[src/rtl/sc_acc_pkg.sv]
// Shared types and default widths for the stochastic-computing window accumulator.
package sc_acc_pkg;

  typedef enum logic [1:0] {IDLE, ACC, DONE} acc_state_t;

  localparam int DEF_IWID = 4;
  localparam int DEF_CWID = 8;

endpackage

[src/rtl/sc_window_counter.sv]
// Window sample counter: latches the window length at load and flags the final valid sample.
module sc_window_counter #(
  parameter int CWID = 8
) (
  input  logic            clk,
  input  logic            rst_n,
  input  logic            load,
  input  logic            clr,
  input  logic            inc,
  input  logic [CWID-1:0] len,
  output logic            last
);

  logic [CWID-1:0] cnt_q;
  logic [CWID-1:0] len_q;

  // Length is captured only at load so mid-window changes on len are ignored.
  always_ff @(posedge clk or negedge rst_n) begin
    if (!rst_n) begin
      cnt_q <= '0;
      len_q <= '0;
    end else if (clr) begin
      cnt_q <= '0;
    end else if (load) begin
      cnt_q <= '0;
      len_q <= len;
    end else if (inc) begin
      cnt_q <= cnt_q + CWID'(1);
    end
  end

  assign last = inc && (cnt_q == len_q);

endmodule

[src/rtl/sc_window_accumulator.sv]
// Accumulates per-cycle adder-tree column sums over a programmable window and
// hands the binary total downstream with a valid/ready handshake.
module sc_window_accumulator
  import sc_acc_pkg::*;
#(
  parameter int IWID = DEF_IWID,
  parameter int CWID = DEF_CWID,
  parameter int OWID = IWID + CWID
) (
  input  logic            clk,
  input  logic            rst_n,
  input  logic            iStart,
  input  logic            iClear,
  input  logic [CWID-1:0] iLen,
  input  logic            iValid,
  input  logic [IWID-1:0] iData,
  input  logic            iReady,
  output logic [OWID-1:0] oData,
  output logic            oValid,
  output logic            oBusy
);

  acc_state_t      state, nxt;
  logic [OWID-1:0] acc;
  logic [OWID-1:0] sum;
  logic            load, clr, inc, last, accept;

  sc_window_counter #(.CWID(CWID)) u_cnt (
    .clk   (clk),
    .rst_n (rst_n),
    .load  (load),
    .clr   (clr),
    .inc   (inc),
    .len   (iLen),
    .last  (last)
  );

  assign sum   = acc + OWID'(iData);
  assign oBusy = (state == ACC);

  always_comb begin
    nxt    = state;
    load   = 1'b0;
    clr    = 1'b0;
    inc    = 1'b0;
    accept = 1'b0;
    if (iClear) begin
      nxt = IDLE;
      clr = 1'b1;
    end else begin
      case (state)
        IDLE: if (iStart) begin
          load = 1'b1;
          nxt  = ACC;
        end
        ACC: if (iValid) begin
          inc = 1'b1;
          if (last) nxt = DONE;
        end
        DONE: if (iReady) begin
          accept = 1'b1;
          load   = iStart;
          nxt    = iStart ? ACC : IDLE;
        end
        default: nxt = IDLE;
      endcase
    end
  end

  always_ff @(posedge clk or negedge rst_n) begin
    if (!rst_n) state <= IDLE;
    else        state <= nxt;
  end

  always_ff @(posedge clk or negedge rst_n) begin
    if (!rst_n)          acc <= '0;
    else if (clr | load) acc <= '0;
    else if (inc)        acc <= sum;
  end

  // oData is only touched on window completion; clear and accept leave it intact.
  always_ff @(posedge clk or negedge rst_n) begin
    if (!rst_n) begin
      oData  <= '0;
      oValid <= 1'b0;
    end else if (clr) begin
      oValid <= 1'b0;
    end else if (inc && last) begin
      oData  <= sum;
      oValid <= 1'b1;
    end else if (accept) begin
      oValid <= 1'b0;
    end
  end

endmodule

[config.mk]
export PLATFORM = sky130hd
export DESIGN_NAME = sc_window_accumulator
export DESIGN_NICKNAME = d
export VERILOG_FILES = /design/src/rtl/sc_acc_pkg.sv /design/src/rtl/sc_window_counter.sv /design/src/rtl/sc_window_accumulator.sv
export SDC_FILE = /design/constraint.sdc
export NUM_CORES = 1
export LEC_CHECK = 0
export ABC_CLOCK_PERIOD_IN_PS = 3000
export BUFFER_PORTS_ARGS = -buffer_cell sky130_fd_sc_hd__buf_2
export CAP_MARGIN = 20
export CORE_ASPECT_RATIO = 1.2
export CORE_UTILIZATION = 55
export CTS_BUF_LIST = sky130_fd_sc_hd__clkbuf_4
export DETAILED_ROUTE_END_ITERATION = 7
export GPL_TIMING_DRIVEN = 1
export HOLD_SLACK_MARGIN = 0.12
export PLACE_DENSITY = 0.77
export SYNTH_ARGS = -nofsm -noshare
export SYNTH_HDL_FRONTEND = slang
export SYNTH_SLANG_ARGS = --single-unit
[constraint.sdc]
create_clock -name clk -period 3 [get_ports clk]
set_input_delay 0.6 -clock clk [delete_from_list [all_inputs] [get_ports clk]]
set_output_delay 0.6 -clock clk [all_outputs]
set_load 0.02 [all_outputs]
# [Word level (Yosys, flattened, before mapping)]
# Index checks and enable logic that the tools add are counted.
[op_classes] add_sub_neg=2 n_eq_ne=7 mux=26 bitwise_logic=2 n_reduce_logical=9
[ops] cell="two-way mux 12 bit" n=2
[ops] cell="two-way mux 8 bit" n=3
[ops] cell="two-way mux 1 bit" n=14
[ops] cell="adder 12 x 4 -> 12 bit" n=1
[ops] cell="two-way mux 2 bit" n=5
[ops] cell="!= test 3 bit, second input constant" n=3
[ops] cell="adder 8 x 1 -> 8 bit, second input constant" n=1
[ops] cell="== test 8 bit" n=1
[ops] cell="one-hot mux 2 bit (3 select lines)" n=1
[ops] cell="nonzero test 3 bit" n=2
[ops] cell="AND reduction 2 bit" n=2
[ops] cell="AND reduction 4 bit" n=1
[ops] cell="!= test 3 x 2 -> 1 bit, second input constant" n=1
[ops] cell="== test 2 x 1 -> 1 bit, second input constant" n=1
[ops] cell="== test 2 bit, second input constant" n=1
[ops] cell="logical AND 1 bit" n=2
[ops] cell="logical NOT 2 bit" n=1
[ops] cell="one-hot mux 1 bit (2 select lines)" n=1
[ops] cell="nonzero test 2 bit" n=1
[ops] cell="NOT 1 bit" n=1
[ops] cell="OR 1 bit" n=1
[totals] ff_bits=43 input_bits=18 out_inout_bits=14 wordCells=52

# [Logic depth before layout (Yosys ltp)]
# Gate-level depths: netlist of run 1.
[logic_depth] depth_word=8 depth_mapped=8 ltp_nobuf=8

# [Hierarchy]
# Synthesis of run 1 repeated with hierarchy kept, for this count alone.
[hier_totals] cells_unflattened=226 hier_area_um2=2298.5
[by_module_without_submodules] module="sc_window_accumulator" instances=1 cells_per_inst=157 area_each_um2=1516.5 seq_area_each_um2=675.6
[by_module_without_submodules] module="sc_window_counter" instances=1 cells_per_inst=69 area_each_um2=782.0 seq_area_each_um2=400.4

# [Worst setup path before layout of run 1]
# No wires, ideal clock.
[synth_timing] path_kind="input to register" from="input port iData[0]" to="register oData[10]" setup_ns=0.125 arrival_time_ns=2.337 required_ns=2.875 slack_ns=0.538 cell_stages=8 path_buffers=0 cell_sequence="ha_1 > inv_1 > fa_1 > nand2b_1 > a21oi_1 > nand3_1 > xnor2_1 > mux2_2"
[synth_via] elab_chain_cells=1
[synth_lines] element="start: declaration" line="sc_window_accumulator.sv:16" source="input logic [IWID-1:0] iData,"
[synth_lines] element="adder 12 x 4 -> 12 bit" line="sc_window_accumulator.sv:38" source="assign sum = acc + OWID'(iData);"
[synth_lines] element="end signal: assignment" line="sc_window_accumulator.sv:89" source="oData <= sum;"
[synth_lines] element="end: declaration" line="sc_window_accumulator.sv:18" source="output logic [OWID-1:0] oData,"
# No other way between the ends.
# A chain may end at the register's enable or synchronous reset.

# [Worst setup path in the final report of run 1]
[layout_timing] from="register acc[0]" to="register oData[8]"
[layout_via] elab_chain_cells=1
[layout_lines] element="start: declaration" line="sc_window_accumulator.sv:24" source="logic [OWID-1:0] acc;"
[layout_lines] element="start signal: assignment" line="sc_window_accumulator.sv:78" source="else if (inc) acc <= sum;"
[layout_lines] element="adder 12 x 4 -> 12 bit" line="sc_window_accumulator.sv:38"
# No other way between the ends.

==> flow_results.xml, run 1 <==
<?xml version="1.0" encoding="UTF-8"?>
<metrics>
  <group name="global_route">
    <metric name="overflow" unit="">0</metric>
    <metric name="grt_use_total" unit="%">21.3</metric>
    <metric name="pin_count_of_the_biggest_net_entering_global_routing" unit="">44</metric>
    <metric name="initial_antenna_violation_count" unit="">0</metric>
    <metric name="wire_length_of_the_first_global_routing_pass" unit="mm">6.65</metric>
    <metric name="grt_pass1_vias" unit="">1518</metric>
  </group>
  <group name="power_and_ir_drop">
    <metric name="power.density" unit="nW/µm²">481</metric>
    <metric name="power.ir.vdd_worst" unit="mV">0.474</metric>
    <metric name="totalPowerFinal" unit="mW">1.17</metric>
    <metric name="cellLeakagePower" unit="nW">1.16</metric>
  </group>
  <group name="clocking">
    <metric name="clk_latency" unit="ns">0.35</metric>
    <metric name="cts_num_sinks" unit="">43</metric>
    <metric name="htree_num_levels" unit="">2</metric>
    <metric name="clockBufferDepth" unit="">2</metric>
    <metric name="numCtsBuffers" unit="">5</metric>
    <metric name="tritoncts_clock_tree" unit="">done</metric>
    <metric name="post_cts.resized_instances" unit="">0</metric>
    <metric name="postCtsSetupBuffers" unit="">0</metric>
    <metric name="postCtsHoldBufs" unit="">0</metric>
    <metric name="clk_pin_slew_worst_paths" unit="ns">0.13</metric>
    <metric name="root_buffer" unit="">sky130_fd_sc_hd__clkbuf_4</metric>
  </group>
  <group name="placed_design">
    <metric name="detailedPlacementHpwl" unit="mm">2.72</metric>
    <metric name="numPortBuffers" unit="">31</metric>
    <metric name="gp_congestion" unit="">0.751</metric>
  </group>
  <group name="sta">
    <metric name="setup_viol" unit="">0</metric>
    <metric name="drv_slew" unit="">0</metric>
    <metric name="hold_viol_final" unit="">0</metric>
    <metric name="layout_min_cycle_time" unit="ns">2.09</metric>
    <metric name="hold-worst-slack" unit="ns">0.378</metric>
    <metric name="clock-skew-final" unit="ns">0.0176</metric>
    <metric name="setup-tns-final" unit="ns">0</metric>
    <metric name="rsz0062_at_grt" unit="">no</metric>
    <metric name="slew_headroom" unit="%">38.6</metric>
    <metric name="fmax" unit="MHz">479</metric>
    <metric name="worstMarginPinSlew" unit="ns">0.922</metric>
    <metric name="post_route_fraction_of_the_period_consumed_by_the_critical_path" unit="%">69.6</metric>
  </group>
  <group name="route">
    <metric name="routed_wire_length_per_instance" unit="µm">13.7</metric>
    <metric name="drtAntennaViolNets" unit="">0</metric>
    <metric name="viasPerCell" unit="">5.55</metric>
    <metric name="detail_route.drc_violations" unit="">0</metric>
    <metric name="dr.pass1.iters" unit="">4</metric>
    <metric name="drt_wl_total" unit="mm">3.85</metric>
    <metric name="detailroute.via_count" unit="">1564</metric>
    <metric name="drt_iter0_drc" unit="">82</metric>
  </group>
  <group name="yosys">
    <metric name="synth_edf_count" unit="">0</metric>
    <metric name="synth_flop_cell" unit="">sky130_fd_sc_hd__dfrtp_1</metric>
    <metric name="synthesis.yosys.warnings" unit="">0</metric>
    <metric name="synth_nets" unit="">217</metric>
    <metric name="synth.avg_cell_area" unit="µm²">11.1</metric>
    <metric name="asyncSetResetFlopFracSynth" unit="%">100</metric>
    <metric name="largest_family_of_logic_cells_by_synthesized_area" unit="">simple AND/OR/NAND/NOR gates</metric>
    <metric name="synth-compound-area-share" unit="%">11.1</metric>
    <metric name="post_synth_xor_area_fraction" unit="%">9.85</metric>
    <metric name="yosys.cell_types.count" unit="">33</metric>
    <metric name="syn_area" unit="µm²">2130</metric>
    <metric name="synth_mux_area_share" unit="%">8.91</metric>
    <metric name="adder_and_majority_cell_fraction_of_the_synthesized_area" unit="%">3.87</metric>
    <metric name="synth_seq_cells" unit="">43</metric>
    <metric name="post_synth_and_or_nand_nor_area_fraction" unit="%">13.4</metric>
    <metric name="synth_cells" unit="">193</metric>
    <metric name="share_of_synthesized_area_occupied_by_flip_flops_and_latches" unit="%">50.4</metric>
  </group>
  <group name="finish">
    <metric name="filler_cell_count_in_the_final_layout" unit="">304</metric>
    <metric name="finalCoreUtilization" unit="%">66.5</metric>
    <metric name="antenna_cells_inserted" unit="">0</metric>
    <metric name="nNetsFinal" unit="">254</metric>
    <metric name="synthToLayoutAreaGrowth" unit="%">14.1</metric>
    <metric name="area_used_by_multi_input_combinational_logic" unit="µm²">1000</metric>
    <metric name="layout_common_cells" unit="">43 x sky130_fd_sc_hd__dfrtp_1, 31 x sky130_fd_sc_hd__buf_2, 18 x sky130_fd_sc_hd__nor2_1, 16 x sky130_fd_sc_hd__mux2_2, 15 x sky130_fd_sc_hd__xnor2_1</metric>
    <metric name="mostFrequentLayoutCell" unit="">sky130_fd_sc_hd__dfrtp_1</metric>
    <metric name="fraction_of_layout_instances_using_a_drive_strength_above_1" unit="%">27.8</metric>
    <metric name="regArea" unit="µm²">1080</metric>
  </group>
  <group name="floorplanning">
    <metric name="placementRows" unit="">24</metric>
    <metric name="design.die.area" unit="µm²">4140</metric>
    <metric name="io_pins" unit="">32</metric>
    <metric name="initial_core_util" unit="%">58.3</metric>
    <metric name="core_region_area" unit="µm²">3660</metric>
    <metric name="chip_width" unit="µm">58.9</metric>
    <metric name="floorplan.die.height" unit="µm">70.2</metric>
  </group>
  <group name="worst_setup_path">
    <metric name="cpMaxStageDelayCell" unit="">sky130_fd_sc_hd__fa_1</metric>
    <metric name="path_class" unit="">reg -&gt; reg</metric>
    <metric name="kind_of_capture_point_of_the_worst_setup_path" unit="">flop</metric>
    <metric name="max_stage_delay" unit="ns">0.39</metric>
    <metric name="critical_path_required" unit="ns">3.24</metric>
    <metric name="cell_by_cell_trace_of_the_critical_path" unit="">ha_1, inv_1, fa_1, nand2b_1, a21oi_1, buf_4, nand3_1, xnor2_1, mux2_2</metric>
    <metric name="critPathMaxFanout" unit="">9</metric>
    <metric name="crit_arrival" unit="ns">2.32</metric>
    <metric name="worstSetupStartpointType" unit="">flop</metric>
  </group>
  <group name="run_status">
    <metric name="status" unit="">finished clean</metric>
  </group>
  <group name="min_path">
    <metric name="hp-class" unit="">in -&gt; async</metric>
  </group>
  <group name="flow_run">
    <metric name="drv_cap" unit="">0</metric>
  </group>
</metrics>
where the power goes:
part | total (mW) | internal (mW) | switching, mW
Combinational | 0.172 | 0.0787 | 0.0933
Clock | 0.355 | 0.181 | 0.174
Sequential | 0.645 | 0.619 | 0.0262
Total | 1.17 | 0.879 | 0.294
per-stage QoR:
step | worst slack, ns | instances | area (µm²)
global placement | 0.592 | 275 | 2360
detailed placement | 0.572 | 275 | 2360
CTS | 0.902 | 282 | 2440
floorplan | 0.538 | 193 | 2130
global route | 0.688 | 282 | 2440
finish | 0.913 | 282 | 2440
sequential cells by signal, indices dropped and copies added, names as in the netlist:
signal       count
state            2
u_cnt.len_q      8
u_cnt.cnt_q      8
oData           12
acc             12
oValid           1
path summary, 6_finish.rpt:
| kind | endpoint | startpoint | slack, ns | cells after the start |
|---|---|---|---|---|
| min in group clk | state[1]$_DFFE_PN0P_ | iClear | 0.45 | 2 |
| max reg2reg | oData[8]$_DFFE_PN0P_ | acc[0]$_DFFE_PN0P_ | 0.91 | 9 |
| max | oData[8]$_DFFE_PN0P_ | acc[0]$_DFFE_PN0P_ | 0.91 | 9 |
| min | u_cnt.cnt_q[1]$_DFFE_PN0P_ | rst_n | 0.38 | 1 |
| min reg2reg | oData[10]$_DFFE_PN0P_ | oData[10]$_DFFE_PN0P_ | 0.51 | 1 |
| max in group asynchronous | oData[0]$_DFFE_PN0P_ | rst_n | 2.05 | 1 |
cell type report:
type	instances	area share (%)
repair buffers	36	7.91
clock inverters	1	1.23
clock buffers	6	1.85
inverters	6	0.924
flip-flops and latches	43	44.2
well taps	52	2.67
multi-input cells	138	41.2
cells by family (layout without fill, tap and decap cells):
group                      count (synthesis)  after routing
buffers and inverters                     12             49
adders and majority gates                  6              6
xor gates and xnor gates                  24             24
AOI/OAI and AO/OA                         38             38
DFF                                       43             43
and+or+nand+nor                           53             53
muxes                                     17             17
synth_stat cells, types with 5 or more instances:
library cell	count	share of area [%]
sky130_fd_sc_hd__dfrtp_1	43	50
sky130_fd_sc_hd__nor2_1	18	3.2
sky130_fd_sc_hd__nand2_1	9	1.6
sky130_fd_sc_hd__a21oi_1	8	1.9
sky130_fd_sc_hd__xor2_1	9	3.7
sky130_fd_sc_hd__inv_1	6	1.1
sky130_fd_sc_hd__o21ai_0	13	3.0
sky130_fd_sc_hd__nand3_1	9	2.1
sky130_fd_sc_hd__xnor2_1	15	6.2
sky130_fd_sc_hd__ha_1	5	2.9
sky130_fd_sc_hd__mux2_2	16	8.4
layer usage:
layer / track usage (%) / up-vias / wire length (µm)
met5: 0 / - / 0
met2: 34.6 / 43 / 1910
met4: 7.14 / 0 / 53
li1: - / 756 / -
met3: 5.74 / 6 / 184
met1: 27.3 / 759 / 1710
worst max-delay path: cells and delay by family (launching register included):
family	cells	cell delay, ns
flip-flops	1	0.37
multiplexers	1	0.26
XOR/XNOR	1	0.14
buffers and inverters	2	0.24
AO/OA/AOI/OAI	1	0.13
adder cells (fa/ha/maj)	2	0.57
AND/OR/NAND/NOR	2	0.28
No activity file was read; power rests on OpenSTA's default activity.
==> inputs of run 2 (changes only) <==
--- a/config.mk
+++ b/config.mk
@@ -5,16 +5,16 @@
 export SDC_FILE = /design/constraint.sdc
 export NUM_CORES = 1
 export LEC_CHECK = 0
-export ABC_CLOCK_PERIOD_IN_PS = 3000
+export ABC_CLOCK_PERIOD_IN_PS = 1800
 export BUFFER_PORTS_ARGS = -buffer_cell sky130_fd_sc_hd__buf_2
 export CAP_MARGIN = 20
 export CORE_ASPECT_RATIO = 1.2
-export CORE_UTILIZATION = 55
+export CORE_UTILIZATION = 53
 export CTS_BUF_LIST = sky130_fd_sc_hd__clkbuf_4
 export DETAILED_ROUTE_END_ITERATION = 7
 export GPL_TIMING_DRIVEN = 1
 export HOLD_SLACK_MARGIN = 0.12
-export PLACE_DENSITY = 0.77
+export PLACE_DENSITY = 0.78
 export SYNTH_ARGS = -nofsm -noshare
 export SYNTH_HDL_FRONTEND = slang
 export SYNTH_SLANG_ARGS = --single-unit
==> constraint.sdc (replaced) <==
create_clock -name clk -period 1.8 [get_ports clk]
set_input_delay 0.36 -clock clk [delete_from_list [all_inputs] [get_ports clk]]
set_output_delay 0.36 -clock clk [all_outputs]
set_load 0.02 [all_outputs]
==> flow_results.xml, run 2 (synthesis results as in run 1) <==
<?xml version="1.0" encoding="UTF-8"?>
<metrics>
  <group name="clocking">
    <metric name="clk_pin_slew_worst_paths" unit="ns">0.13</metric>
    <metric name="clk_latency" unit="ns">0.36</metric>
    <metric name="htree_num_levels" unit="">2</metric>
    <metric name="root_buffer" unit="">sky130_fd_sc_hd__clkbuf_4</metric>
    <metric name="numCtsBuffers" unit="">5</metric>
    <metric name="cts_num_sinks" unit="">43</metric>
    <metric name="clockBufferDepth" unit="">2</metric>
    <metric name="tritoncts_clock_tree" unit="">done</metric>
  </group>
  <group name="sta">
    <metric name="post_route_fraction_of_the_period_consumed_by_the_critical_path" unit="%">107</metric>
    <metric name="fmax" unit="MHz">519</metric>
    <metric name="drv_slew" unit="">0</metric>
    <metric name="setup_slack" unit="ns">-0.126</metric>
    <metric name="slew_headroom" unit="%">62.6</metric>
    <metric name="layout_min_cycle_time" unit="ns">1.93</metric>
    <metric name="hold_viol_final" unit="">0</metric>
    <metric name="hold-worst-slack" unit="ns">0.195</metric>
    <metric name="rsz0062_at_grt" unit="">yes</metric>
    <metric name="clock-skew-final" unit="ns">0.0143</metric>
    <metric name="setup_viol" unit="">8</metric>
    <metric name="worstMarginPinSlew" unit="ns">0.561</metric>
  </group>
  <group name="finish">
    <metric name="layout_common_cells" unit="">43 x sky130_fd_sc_hd__dfrtp_1, 31 x sky130_fd_sc_hd__buf_2, 25 x sky130_fd_sc_hd__buf_4, 17 x sky130_fd_sc_hd__nor2_1, 15 x sky130_fd_sc_hd__xnor2_1</metric>
    <metric name="finalCoreUtilization" unit="%">71.7</metric>
    <metric name="synthToLayoutAreaGrowth" unit="%">26.1</metric>
    <metric name="antenna_cells_inserted" unit="">0</metric>
    <metric name="mostFrequentLayoutCell" unit="">sky130_fd_sc_hd__dfrtp_1</metric>
    <metric name="largest_registers" unit="">acc x12, oData x12</metric>
    <metric name="layout.cells.non_filler" unit="">304</metric>
    <metric name="filler_cell_count_in_the_final_layout" unit="">270</metric>
    <metric name="fraction_of_layout_instances_using_a_drive_strength_above_1" unit="%">38.9</metric>
    <metric name="final_area" unit="µm²">2690</metric>
    <metric name="nNetsFinal" unit="">276</metric>
  </group>
  <group name="floorplanning">
    <metric name="initial_core_util" unit="%">56.9</metric>
    <metric name="core_region_area" unit="µm²">3750</metric>
    <metric name="design.die.area" unit="µm²">4290</metric>
    <metric name="placementRows" unit="">24</metric>
    <metric name="chip_width" unit="µm">59.9</metric>
    <metric name="floorplan.die.height" unit="µm">71.5</metric>
    <metric name="io_pins" unit="">32</metric>
  </group>
  <group name="worst_setup_path">
    <metric name="endpoint" unit="">oData[8]$_DFFE_PN0P_</metric>
    <metric name="path_class" unit="">reg -&gt; reg</metric>
    <metric name="crit_path_start" unit="">acc[0]$_DFFE_PN0P_</metric>
    <metric name="worst_reg2reg_path_depth" unit="">8</metric>
    <metric name="reg2reg_to" unit="">oData[8]$_DFFE_PN0P_</metric>
    <metric name="kind_of_capture_point_of_the_worst_setup_path" unit="">flop</metric>
    <metric name="r2r_setup_slack" unit="ns">-0.13</metric>
    <metric name="critical_path_required" unit="ns">2.04</metric>
    <metric name="crit_arrival" unit="ns">2.17</metric>
    <metric name="r2r-start" unit="">acc[0]$_DFFE_PN0P_</metric>
    <metric name="critPathMaxFanout" unit="">5</metric>
    <metric name="worstSetupStartpointType" unit="">flop</metric>
  </group>
  <group name="power_and_ir_drop">
    <metric name="power.ir.vdd_worst" unit="mV">0.495</metric>
    <metric name="totalPowerFinal" unit="mW">1.85</metric>
    <metric name="cellLeakagePower" unit="nW">1.27</metric>
    <metric name="power.density" unit="nW/µm²">686</metric>
  </group>
  <group name="flow_run">
    <metric name="drv_cap" unit="">0</metric>
  </group>
  <group name="route">
    <metric name="viasPerCell" unit="">5.28</metric>
    <metric name="dr.pass1.iters" unit="">4</metric>
    <metric name="routed_wire_length_per_instance" unit="µm">13.8</metric>
    <metric name="detailroute.via_count" unit="">1605</metric>
    <metric name="drtAntennaViolNets" unit="">0</metric>
    <metric name="drt_iter0_drc" unit="">46</metric>
    <metric name="detail_route.drc_violations" unit="">0</metric>
    <metric name="drt_wl_total" unit="mm">4.21</metric>
  </group>
  <group name="placed_design">
    <metric name="dp_cells" unit="">294</metric>
    <metric name="post_place_cell_area" unit="µm²">2560</metric>
    <metric name="detailedPlacementHpwl" unit="mm">2.95</metric>
    <metric name="numPortBuffers" unit="">31</metric>
    <metric name="gp_congestion" unit="">0.803</metric>
  </group>
  <group name="run_status">
    <metric name="violations" unit="">setup timing</metric>
    <metric name="status" unit="">complete, but fails checks</metric>
  </group>
  <group name="min_path">
    <metric name="timing.hold.worst_path_depth" unit="">2</metric>
    <metric name="hp-class" unit="">in -&gt; reg</metric>
  </group>
  <group name="global_route">
    <metric name="pin_count_of_the_biggest_net_entering_global_routing" unit="">44</metric>
    <metric name="overflow" unit="">0</metric>
    <metric name="grt_pass1_vias" unit="">1642</metric>
    <metric name="initial_antenna_violation_count" unit="">0</metric>
    <metric name="wire_length_of_the_first_global_routing_pass" unit="mm">6.97</metric>
    <metric name="grt_use_total" unit="%">21.7</metric>
  </group>
</metrics>
==> run 2: worst min-delay path by stage <==
stage	slack (ns)	end	startpoint
after floorplan	0.06	acc[0]$_DFFE_PN0P_	rst_n
after global placement	0.46	oData[9]$_DFFE_PN0P_	rst_n
after detailed placement	0.47	oData[9]$_DFFE_PN0P_	rst_n
after CTS	0.19	state[1]$_DFFE_PN0P_	iClear
after global routing	0.20	u_cnt.len_q[4]$_DFFE_PN0P_	iLen[4]
final	0.20	state[1]$_DFFE_PN0P_	iClear
==> run 2: timing repair <==
item / 4_1_cts / 5_1_grt
pin swaps: 6 / 12
hold buffers: 1 / 0
buffers inserted: 0 / 2
setup endpoints to repair: 8 / 26
endpoints found under the hold margin: 43 / 0
gates resized for setup: 1 / 10
==> run 2: critical path, cell delays in order, from the launching register on <==
cell and delay [ns]:
sky130_fd_sc_hd__dfrtp_1 0.40, sky130_fd_sc_hd__ha_4 0.15, sky130_fd_sc_hd__inv_2 0.03, sky130_fd_sc_hd__fa_2 0.33
sky130_fd_sc_hd__nand2b_4 0.16, sky130_fd_sc_hd__a21oi_4 0.24, sky130_fd_sc_hd__nand3_2 0.11, sky130_fd_sc_hd__xnor2_1 0.14
sky130_fd_sc_hd__mux2_4 0.25
==> run 2: power by group <==
group / leakage [nW] / internal [mW] / total, mW / switching [mW]
Combinational: 0.666 / 0.165 / 0.336 / 0.171
Clock: 0.0285 / 0.139 / 0.435 / 0.297
Sequential: 0.574 / 1.03 / 1.08 / 0.0452
Total: 1.27 / 1.33 / 1.85 / 0.513
==> run 2: through the flow <==
stage | setup WS (ns) | TNS, ns
2_1_floorplan | -0.109 | -0.324
3_3_place_gp | -0.174 | -1.67
3_5_place_dp | -0.212 | -2.17
4_1_cts | -0.108 | -0.606
5_1_grt | -0.202 | -1.33
6_report | -0.126 | -0.693
==> run 2: area by class of cell <==
class	instances	area, µm²	share of cell area [%]
repair buffers	58	373	13.8
flip-flops and latches	43	1080	40.0
clock buffers	5	37.5	1.39
inverters	6	22.5	0.836
well taps	52	65.1	2.42
clock inverters	2	8.76	0.325
multi-input cells	138	1110	41.2
==> run 2: layer usage <==
layer  wire length [µm]  vias to the layer above  GRT usage, %
li1                   -                      797             -
met1               1980                      773          27.9
met2               2020                       28          36.0
met3                135                        7          5.96
met4                 69                        0          5.43
met5                  0                        -             0
==> inputs of run 3 (changes only) <==
--- a/config.mk
+++ b/config.mk
@@ -8,13 +8,15 @@
 export ABC_CLOCK_PERIOD_IN_PS = 1800
 export BUFFER_PORTS_ARGS = -buffer_cell sky130_fd_sc_hd__buf_2
 export CAP_MARGIN = 20
+export CELL_PAD_IN_SITES_DETAIL_PLACEMENT = 0
+export CELL_PAD_IN_SITES_GLOBAL_PLACEMENT = 1
 export CORE_ASPECT_RATIO = 1.2
-export CORE_UTILIZATION = 53
+export CORE_UTILIZATION = 42
 export CTS_BUF_LIST = sky130_fd_sc_hd__clkbuf_4
 export DETAILED_ROUTE_END_ITERATION = 7
 export GPL_TIMING_DRIVEN = 1
 export HOLD_SLACK_MARGIN = 0.12
-export PLACE_DENSITY = 0.78
+export PLACE_DENSITY_LB_ADDON = 0.1
 export SYNTH_ARGS = -nofsm -noshare
 export SYNTH_HDL_FRONTEND = slang
 export SYNTH_SLANG_ARGS = --single-unit
==> flow_results.xml, run 3 (synthesis results as in run 1) <==
<?xml version="1.0" encoding="UTF-8"?>
<metrics>
  <group name="global_route">
    <metric name="initial_antenna_violation_count" unit="">0</metric>
    <metric name="overflow" unit="">0</metric>
    <metric name="wire_length_of_the_first_global_routing_pass" unit="mm">7.60</metric>
    <metric name="grt_pass1_vias" unit="">1701</metric>
    <metric name="grt_use_total" unit="%">19.2</metric>
    <metric name="pin_count_of_the_biggest_net_entering_global_routing" unit="">27</metric>
  </group>
  <group name="worst_setup_path">
    <metric name="cpMaxStageDelayCell" unit="">sky130_fd_sc_hd__dfrtp_1</metric>
    <metric name="endpoint" unit="">oData[8]$_DFFE_PN0P_</metric>
    <metric name="crit_arrival" unit="ns">2.20</metric>
    <metric name="path_class" unit="">reg -&gt; reg</metric>
    <metric name="kind_of_capture_point_of_the_worst_setup_path" unit="">flop</metric>
    <metric name="critPathMaxFanout" unit="">5</metric>
    <metric name="max_stage_delay" unit="ns">0.41</metric>
    <metric name="crit_path_start" unit="">acc[0]$_DFFE_PN0P_</metric>
    <metric name="r2r_setup_slack" unit="ns">-0.15</metric>
    <metric name="critical_path_required" unit="ns">2.05</metric>
    <metric name="r2r-start" unit="">acc[0]$_DFFE_PN0P_</metric>
    <metric name="worst_reg2reg_path_depth" unit="">8</metric>
    <metric name="reg2reg_to" unit="">oData[8]$_DFFE_PN0P_</metric>
    <metric name="worstSetupStartpointType" unit="">flop</metric>
    <metric name="cell_by_cell_trace_of_the_critical_path" unit="">ha_4, inv_2, fa_2, nand2b_4, a21oi_4, nand3_2, xnor2_2, mux2_4</metric>
  </group>
  <group name="finish">
    <metric name="regArea" unit="µm²">1080</metric>
    <metric name="antenna_cells_inserted" unit="">0</metric>
    <metric name="final_area" unit="µm²">2920</metric>
    <metric name="layout.cells.non_filler" unit="">322</metric>
    <metric name="largest_registers" unit="">acc x12, oData x12</metric>
    <metric name="nNetsFinal" unit="">285</metric>
    <metric name="fraction_of_layout_instances_using_a_drive_strength_above_1" unit="%">42.0</metric>
    <metric name="filler_cell_count_in_the_final_layout" unit="">432</metric>
    <metric name="area_used_by_multi_input_combinational_logic" unit="µm²">1130</metric>
    <metric name="synthToLayoutAreaGrowth" unit="%">37.0</metric>
    <metric name="mostFrequentLayoutCell" unit="">sky130_fd_sc_hd__dfrtp_1</metric>
    <metric name="layout_common_cells" unit="">43 x sky130_fd_sc_hd__dfrtp_1, 31 x sky130_fd_sc_hd__buf_2, 28 x sky130_fd_sc_hd__buf_4, 18 x sky130_fd_sc_hd__nor2_1, 13 x sky130_fd_sc_hd__xnor2_1</metric>
  </group>
  <group name="route">
    <metric name="viasPerCell" unit="">5.25</metric>
    <metric name="routed_wire_length_per_instance" unit="µm">15.0</metric>
    <metric name="drt_iter0_drc" unit="">63</metric>
    <metric name="detail_route.drc_violations" unit="">0</metric>
    <metric name="drt_wl_total" unit="mm">4.85</metric>
    <metric name="dr.pass1.iters" unit="">4</metric>
    <metric name="detailroute.via_count" unit="">1691</metric>
    <metric name="drtAntennaViolNets" unit="">0</metric>
  </group>
  <group name="clocking">
    <metric name="clockBufferDepth" unit="">2</metric>
    <metric name="cts_num_sinks" unit="">43</metric>
    <metric name="tritoncts_clock_tree" unit="">done</metric>
    <metric name="numCtsBuffers" unit="">5</metric>
    <metric name="clk_pin_slew_worst_paths" unit="ns">0.14</metric>
    <metric name="root_buffer" unit="">sky130_fd_sc_hd__clkbuf_4</metric>
    <metric name="clk_latency" unit="ns">0.36</metric>
    <metric name="htree_num_levels" unit="">2</metric>
  </group>
  <group name="sta">
    <metric name="drv_slew" unit="">0</metric>
    <metric name="layout_min_cycle_time" unit="ns">1.95</metric>
    <metric name="post_route_fraction_of_the_period_consumed_by_the_critical_path" unit="%">108</metric>
    <metric name="setup_viol" unit="">8</metric>
    <metric name="hold_viol_final" unit="">0</metric>
    <metric name="clock-skew-final" unit="ns">0.0108</metric>
    <metric name="setup_slack" unit="ns">-0.150</metric>
    <metric name="setup-tns-final" unit="ns">-0.695</metric>
    <metric name="worstMarginPinSlew" unit="ns">0.455</metric>
    <metric name="fmax" unit="MHz">513</metric>
    <metric name="slew_headroom" unit="%">69.6</metric>
    <metric name="rsz0062_at_grt" unit="">yes</metric>
  </group>
  <group name="run_status">
    <metric name="violations" unit="">setup timing</metric>
    <metric name="status" unit="">complete, but fails checks</metric>
  </group>
  <group name="floorplanning">
    <metric name="placementRows" unit="">28</metric>
    <metric name="core_region_area" unit="µm²">4900</metric>
    <metric name="initial_core_util" unit="%">43.5</metric>
    <metric name="floorplan.die.height" unit="µm">80.1</metric>
    <metric name="chip_width" unit="µm">67.1</metric>
    <metric name="design.die.area" unit="µm²">5370</metric>
    <metric name="io_pins" unit="">32</metric>
  </group>
  <group name="power_and_ir_drop">
    <metric name="cellLeakagePower" unit="nW">1.37</metric>
    <metric name="totalPowerFinal" unit="mW">2.20</metric>
    <metric name="power.density" unit="nW/µm²">751</metric>
    <metric name="power.ir.vdd_worst" unit="mV">0.344</metric>
  </group>
  <group name="placed_design">
    <metric name="dp_cells" unit="">304</metric>
    <metric name="numPortBuffers" unit="">31</metric>
    <metric name="dp_worst_setup_slack" unit="ns">-0.213</metric>
    <metric name="gp_congestion" unit="">0.751</metric>
    <metric name="detailedPlacementHpwl" unit="mm">3.40</metric>
    <metric name="post_place_cell_area" unit="µm²">2620</metric>
  </group>
  <group name="min_path">
    <metric name="hp-class" unit="">in -&gt; reg</metric>
  </group>
  <group name="flow_run">
    <metric name="drv_cap" unit="">0</metric>
  </group>
</metrics>
-- run 3: changes by cell type in the layout (fill, tap and decap cells not counted), sizes merged --
cell and change:
buf +7, bufinv +2, clkbuf +2, clkinv -2, clkinvlp +1
-- run 3: worst min path at each step --
stage / from / to / slack (ns) / cells past startpoint
final: iLen[0] / u_cnt.len_q[0]$_DFFE_PN0P_ / 0.22 / 2
after CTS: iLen[6] / u_cnt.len_q[6]$_DFFE_PN0P_ / 0.21 / 2
after global routing: iLen[6] / u_cnt.len_q[6]$_DFFE_PN0P_ / 0.19 / 2
after detailed placement: rst_n / state[1]$_DFFE_PN0P_ / 0.34 / 1
after floorplan: rst_n / acc[0]$_DFFE_PN0P_ / 0.06 / 0
after global placement: rst_n / state[1]$_DFFE_PN0P_ / 0.32 / 1
-- run 3: report_power, final --
group	total (mW)	switching, mW	internal (mW)
sequential	1.08	0.0460	1.03
combinational	0.361	0.180	0.180
clock	0.758	0.327	0.432
-- run 3: layout make-up --
class                           instances  share of cell area [%]
Multi-Input combinational cell        138                    38.8
Sequential cell                        43                    36.8
Timing Repair Buffer                   67                    17.5
Tap cell                               60                    2.57
Clock inverter                          3                    2.31
Clock buffer                            5                    1.28
Inverter                                6                   0.770
-- run 3: worst max-delay path: cells and delay by family (launching register included) --
kind            cells  cell delay, ns
fa+ha+maj           2            0.48
flops               1            0.41
simple gates        2            0.30
mux                 1            0.26
compound gates      1            0.22
xor+xnor            1            0.15
buf+inv             1            0.03
-- run 3: metal layers --
layer / up-vias / GRT usage, % / share of wire [%]
met5: - / 0 / 0
met4: 0 / 5.74 / 1.0
met3: 4 / 3.84 / 2.4
met2: 17 / 35.8 / 55
met1: 855 / 21.3 / 42
li1: 815 / - / -
-- run 3: per-stage QoR --
stage	hold WS (ns)	utilization, %
after global placement	0.325	53.3
after floorplan	0.0644	-
final	0.221	59.6
after detailed placement	0.340	53.3
after CTS	0.205	55.7
after global routing	0.194	59.6
-- run 3: repair_timing --
item                                   in CTS  in global routing
hold buffers                                1                  0
pin swaps                                   5                 10
endpoints found under the hold margin      17                  0
gates resized for setup                     2                 16
gates cloned                                0                  2
buffers inserted                            0                  7
setup endpoints to repair                   8                 18
